==> config.mk <==
export PLATFORM = sky130hd
export DESIGN_NAME = wave_capture
export DESIGN_NICKNAME = d
export VERILOG_FILES = /design/src/rtl/wave_capture_pkg.sv /design/src/rtl/wave_capture_ram.sv /design/src/rtl/wave_capture.sv
export SDC_FILE = /design/constraint.sdc
export NUM_CORES = 2
export LEC_CHECK = 0
export ABC_CLOCK_PERIOD_IN_PS = 3200
export BUFFER_PORTS_ARGS = -buffer_cell sky130_fd_sc_hd__buf_2
export CORE_MARGIN = 2
export CORE_UTILIZATION = 44
export CTS_BUF_LIST = sky130_fd_sc_hd__clkbuf_8
export DETAILED_ROUTE_END_ITERATION = 12
export GPL_ROUTABILITY_DRIVEN = 0
export REMOVE_ABC_BUFFERS = 1
export SLEW_MARGIN = 5
export SYNTH_ARGS = -nofsm -noshare
export SYNTH_HDL_FRONTEND = slang
export SYNTH_HIERARCHICAL = 1
export SYNTH_SLANG_ARGS = --single-unit
==> constraint.sdc <==
create_clock -name clk -period 3.2 [get_ports clk]
set_clock_uncertainty 0.1 [all_clocks]
set_input_delay 0.48 -clock clk [delete_from_list [all_inputs] [get_ports clk]]
set_output_delay 0.48 -clock clk [all_outputs]
set_load 0.02 [all_outputs]
==> src/rtl/wave_capture_pkg.sv <==
// Shared types and helpers for the wave capture block: FSM encoding,
// default geometry, and the sample-to-display conversion.
package wave_capture_pkg;

  localparam int ADDR_W_DEF   = 8;
  localparam int DECIMATE_DEF = 2;

  typedef enum logic [1:0] {
    ARMED  = 2'd0,
    ACTIVE = 2'd1,
    FULL   = 2'd2
  } state_t;

  // Signed top byte to offset binary: flipping the sign bit maps -128..127 to 0..255.
  function automatic logic [7:0] to_offset_binary(input logic [7:0] top8);
    return {~top8[7], top8[6:0]};
  endfunction

endpackage

==> src/rtl/wave_capture_ram.sv <==
// Ping-pong waveform storage: 2^(ADDR_W+1) x 8, one synchronous write port and
// one registered read port. The array is not reset so it maps onto block RAM.
module wave_capture_ram #(
  parameter int ADDR_W = 8
) (
  input  logic            clk,
  input  logic            reset,
  input  logic            we,
  input  logic [ADDR_W:0] waddr,
  input  logic [7:0]      wdata,
  input  logic [ADDR_W:0] raddr,
  output logic [7:0]      rdata
);

  logic [7:0] mem [2**(ADDR_W+1)];

  always_ff @(posedge clk) begin
    if (we) mem[waddr] <= wdata;
  end

  always_ff @(posedge clk or posedge reset) begin
    if (reset) rdata <= 8'h00;
    else       rdata <= mem[raddr];
  end

endmodule

==> src/rtl/wave_capture.sv <==
// Captures audio samples into one half of a ping-pong buffer, triggered on a
// rising zero crossing, and hands the filled half to the display on vsync.
//
// state  | meaning
// ARMED  | waiting for a rising zero crossing (or timeout forced start)
// ACTIVE | storing every DECIMATE-th sample into the capture half
// FULL   | capture half complete, waiting for a vsync rising edge to swap
module wave_capture
  import wave_capture_pkg::*;
#(
  parameter int SAMPLE_W = 16,
  parameter int ADDR_W   = ADDR_W_DEF,
  parameter int DECIMATE = DECIMATE_DEF,
  parameter int TIMEOUT  = 4096
) (
  input  logic                clk,
  input  logic                reset,
  input  logic                new_sample,
  input  logic [SAMPLE_W-1:0] sample,
  input  logic                vsync,
  input  logic [ADDR_W-1:0]   read_addr,
  output logic [7:0]          read_value,
  output logic                display_buf,
  output logic                swap,
  output logic                capturing
);

  localparam int TW = $clog2(TIMEOUT + 1);
  localparam int DW = $clog2(DECIMATE + 1);

  state_t            state, state_next;
  logic [ADDR_W-1:0] write_addr, write_addr_next, wr_lo;
  logic [DW-1:0]     decim_cnt, decim_cnt_next;
  logic [TW-1:0]     timeout_cnt, timeout_cnt_next;
  logic              prev_msb, vsync_q;
  logic              display_buf_next, swap_next, we;
  logic              msb, vsync_rise, trigger;

  // Low sample bits fall below display resolution.
  logic sample_unused;
  assign sample_unused = ^sample[SAMPLE_W-9:0];

  assign msb        = sample[SAMPLE_W-1];
  assign vsync_rise = vsync && !vsync_q;
  assign trigger    = new_sample &&
                      ((prev_msb && !msb) || (timeout_cnt == TW'(TIMEOUT - 1)));

  always_comb begin
    state_next       = state;
    write_addr_next  = write_addr;
    decim_cnt_next   = decim_cnt;
    timeout_cnt_next = timeout_cnt;
    display_buf_next = display_buf;
    swap_next        = 1'b0;
    we               = 1'b0;
    wr_lo            = write_addr;
    case (state)
      ARMED: begin
        if (trigger) begin
          we               = 1'b1;
          wr_lo            = '0;
          write_addr_next  = ADDR_W'(1);
          decim_cnt_next   = '0;
          timeout_cnt_next = '0;
          state_next       = ACTIVE;
        end else if (new_sample) begin
          timeout_cnt_next = timeout_cnt + 1'b1;
        end
      end
      ACTIVE: begin
        if (new_sample) begin
          if (decim_cnt == DW'(DECIMATE - 1)) begin
            we              = 1'b1;
            write_addr_next = write_addr + 1'b1;
            decim_cnt_next  = '0;
            if (&write_addr) state_next = FULL;
          end else begin
            decim_cnt_next = decim_cnt + 1'b1;
          end
        end
      end
      FULL: begin
        if (vsync_rise) begin
          display_buf_next = ~display_buf;
          swap_next        = 1'b1;
          timeout_cnt_next = '0;
          state_next       = ARMED;
        end
      end
      default: state_next = ARMED;
    endcase
  end

  always_ff @(posedge clk or posedge reset) begin
    if (reset) begin
      state       <= ARMED;
      write_addr  <= '0;
      decim_cnt   <= '0;
      timeout_cnt <= '0;
      prev_msb    <= 1'b0;
      vsync_q     <= 1'b0;
      display_buf <= 1'b0;
      swap        <= 1'b0;
      capturing   <= 1'b0;
    end else begin
      state       <= state_next;
      write_addr  <= write_addr_next;
      decim_cnt   <= decim_cnt_next;
      timeout_cnt <= timeout_cnt_next;
      if (new_sample) prev_msb <= msb;
      vsync_q     <= vsync;
      display_buf <= display_buf_next;
      swap        <= swap_next;
      capturing   <= (state_next == ACTIVE);
    end
  end

  wave_capture_ram #(.ADDR_W(ADDR_W)) u_ram (
    .clk   (clk),
    .reset (reset),
    .we    (we),
    .waddr ({~display_buf, wr_lo}),
    .wdata (to_offset_binary(sample[SAMPLE_W-1 -: 8])),
    .raddr ({display_buf, read_addr}),
    .rdata (read_value)
  );

endmodule

==> summary.txt <==
Job
  – Max Cap Viol: 0

Synthesis
  – Yosys cell types: 71
  – Yosys reg bits: 4,134
  – Synth area leaders: edfxtp_1, mux4_2, mux2i_1
  – Synth Flop Type: edfxtp_1
  – Largest family of logic cells by synthesized area: multiplexers
  – Post-Synth Adder-Cell Area: 0.000154
  – Multiplexer share of the synthesized area: 0.141
  – Post-Synth Simple-Gate Area: 0.0258
  – Post-synth EDFFs: about 4,100
  – Cells after Synth: approximately 8,000
  – Register area share after synthesis: 0.765
  – Post-synthesis async set-or-reset flop share: 0.00919
  – Yosys top cell by area: edfxtp_1
  – Synth top cells by count: edfxtp_1, mux2i_1, mux4_2
  – Post-Syn Area: 0.162 mm2
  – Yosys warns: 6
  – Post-Synth XOR/XNOR Area: 0.0000540
  – Most common cell in the netlist: edfxtp_1
  – Complex-gate fraction of the synthesized area: 0.0472
  – Syn avg cell area: 19.8 um2
  – Top cell type's share of synthesized area: 0.759

Floorplanning
  – # IOs: 39
  – Area of the core: 0.366 mm2
  – Total Die Area: 0.373 mm2
  – Initial Util: 0.443
  – Die Ht: 611 um
  – Die X: 611 um
  – Rows: 222

Detailed routing
  – Antenna Nets Post-Route: 0
  – Iteration-0 DRC Markers: 10,100
  – Metal-1 WL: ~180 mm
  – Top Metal Used: met5
  – Met3 Wirelength: 34.2 mm
  – Met2 wire length: 213 mm
  – Total vias in the final route: 88,600
  – 1st-pass router iterations: 5
  – Drt total wl: 436 mm
  – DR DRC count: 0
  – Mean routed wirelength per cell: 28.5 um
  – Vias/cell: between 5 and 6

Clocking
  – Clk root buf: clkbuf_8
  – CTS sink count: 4,134
  – CTS tree: built
  – Clk_lat worst skew: between 1000 and 1500 ps
  – # H-tree levels: 6
  – Clk pin slew, worst setup/hold paths: ~60 ps
  – Cts bufs inserted: 658
  – CTS Buffer Depth: 4

Placement
  – Placed standard-cell area: 0.180 mm2
  – DP Worst Slack: -721 ps
  – DP HPWL: 282 mm
  – Placed instance count: 14,100
  – Port-buffer cells: 30

Final layout
  – Syn-to-layout area delta: 18.7%
  – Util after Layout: 0.525
  – Non-Filler Instances: between 15,000 and 20,000
  – Post-route cell area: 0.192 mm2
  – Share of cells above drive strength 1: 0.303
  – Final Net Count: 9,968

STA
  – Setup Viol. Count Final: 0
  – Final Cycle Share: 0.995
  – Fin. Hold Viols: 0
  – Rel. slew slack: 0.233
  – Setup TNS Final: 0 ps
  – Final Worst Setup Slack: 16.4 ps
  – RSZ-0062 raised after global routing: yes
  – Worst-margin pin slew: 1140 ps
  – Fin. max-slew vios: 0
  – Max Fclk: 314 MHz
  – Clock period minus worst slack: between 3000 and 4000 ps

Hold path
  – Worst Hold End: prev_msb
  – Hold Path Class: in -> reg
  – Hold path cells: 4
  – Hold Startpoint: sample[15]

Status
  – Status: completed

Global routing
  – Grt total ovfl: 0
  – Vias in the first global route: 90,500
  – Initial antenna violation count: 24
  – First-pass GRT wire length: 628 mm
  – Gr usage total: 0.231
  – Largest net degree at the start of global routing: 124

Power
  – Maximum vdd drop: 0.000444 V
  – Pwr/cell area: approximately 580 mW/mm2
  – Lkg Pwr: 65.3 nW

Critical path
  – Setup CP Type: reg -> reg
  – Reg2reg start: display_buf
  – Critical Path Fanout Max: 8
  – Critical Path RT: 4210 ps
  – CP Launch Type: flop
  – R2R cell count: 9
  – Worst Setup End Kind: flop
  – Worst path arrival time: around 4200 ps
  – FF-to-FF End: u_ram/rdata[2]
  – R2R Setup Slk: between 15 and 20 ps
==> kinds of logic (layout without fill, tap and decap cells) <==
group | count (synthesis) | count (layout)
and+or+nand+nor | 951 | 951
buffers and inverters | 541 | 2812
muxes | 1464 | 1464
adders and majority gates | 2 | 2
DFF | 4134 | 4134
AOI/OAI and AO/OA | 1089 | 1089
other | 0 | 17
xor gates and xnor gates | 1 | 1
==> power by group <==
group / switching (mW) / total, mW / internal [mW]
combinational: 5.70 / 9.04 / 3.34
clock: 20.8 / 42.4 / 21.6
sequential: 0.254 / 60.0 / 59.8
==> cells in the final DEF (no fill, tap or decap), drive strengths merged, types with 15 or more instances in the layout <==
cell type | netlist | final
nor2 | 559 | 559
diode | 0 | 17
nor3 | 44 | 44
o22ai | 193 | 193
bufinv | 0 | 26
dlygate4sd3 | 0 | 15
inv | 19 | 238
clkinv | 0 | 241
o21ai | 125 | 125
nand2 | 138 | 138
nand3 | 49 | 49
nand4 | 27 | 27
clkinvlp | 0 | 23
and4 | 15 | 15
edfxtp | 4096 | 4096
o221ai | 366 | 366
dfrtp | 38 | 38
a21oi | 212 | 212
a22oi | 85 | 85
nor4 | 18 | 18
and3 | 26 | 26
a31oi | 32 | 32
mux2i | 808 | 808
nand2b | 19 | 19
mux4 | 647 | 647
buf | 293 | 1602
clkbuf | 229 | 667
==> worst max-delay path: stages, from the launching register on <==
cell       delay [ps]
dfrtp_1           380
buf_4             230
nor2b_2           150
and3_1            320
nand3_1           240
a31oi_1           210
a2111oi_1         760
nand2_1           320
buf_12            220
a211oi_1          150
==> flip-flops by register name (all words and copies together) (netlist names) <==
| name | flops |
|---|---|
| state | 2 |
| display_buf | 1 |
| prev_msb | 1 |
| write_addr | 8 |
| capturing | 1 |
| vsync_q | 1 |
| u_ram/mem | 4096 |
| u_ram/rdata | 8 |
| decim_cnt | 2 |
| swap | 1 |
| timeout_cnt | 13 |
==> through the flow <==
| stage | hold slack [ps] | power, mW |
|---|---|---|
| detailed placement | 389 | 70.1 |
| global route | 107 | 115 |
| finish | 146 | 111 |
| CTS | 44.0 | 112 |
| global placement | 385 | 70.0 |
| floorplan | 196 | 64.2 |
==> layer usage <==
| layer | GRT usage | vias up |
|---|---|---|
| met3 | 0.0383 | 733 |
| li1 | - | 37700 |
| met5 | 0 | - |
| met2 | 0.379 | 3955 |
| met1 | 0.316 | 46200 |
| met4 | 0.0719 | 2 |
==> area by class of cell <==
class	instances	area, um2
Fill cell	28700	174000
Clock buffer	666	9170
Antenna cell	17	42.5
Inverter	19	88.8
Timing Repair Buffer	1618	15100
Sequential cell	4134	124000
Multi-Input combinational cell	3507	35000
Tap cell	4816	6030
Clock inverter	509	3010
==> what timing repair did <==
| item | CTS | global route |
|---|---|---|
| hold buffers | 15 | 0 |
| cloned | 0 | 0 |
| endpoints found under the hold margin | 2998 | 0 |
| resized for setup | 10 | 51 |
| pin swaps | 0 | 0 |
| setup endpoints to repair | 2586 | 1484 |
| setup buffers | 0 | 0 |
==> worst max-delay path by stage <==
stage | start | end | slack [ps] | cells after the start
2_1_floorplan | read_addr[2] | u_ram/rdata[5] | -6180 | 7
3_3_place_gp | read_addr[0] | u_ram/rdata[5] | -1160 | 11
3_5_place_dp | read_addr[0] | u_ram/rdata[5] | -720 | 11
4_1_cts | timeout_cnt[1] | u_ram/mem[401][5] | 6 | 12
5_1_grt | timeout_cnt[1] | u_ram/mem[235][0] | -20 | 12
6_report | display_buf | u_ram/rdata[2] | 20 | 9
No activity file was read; power rests on OpenSTA's default activity.
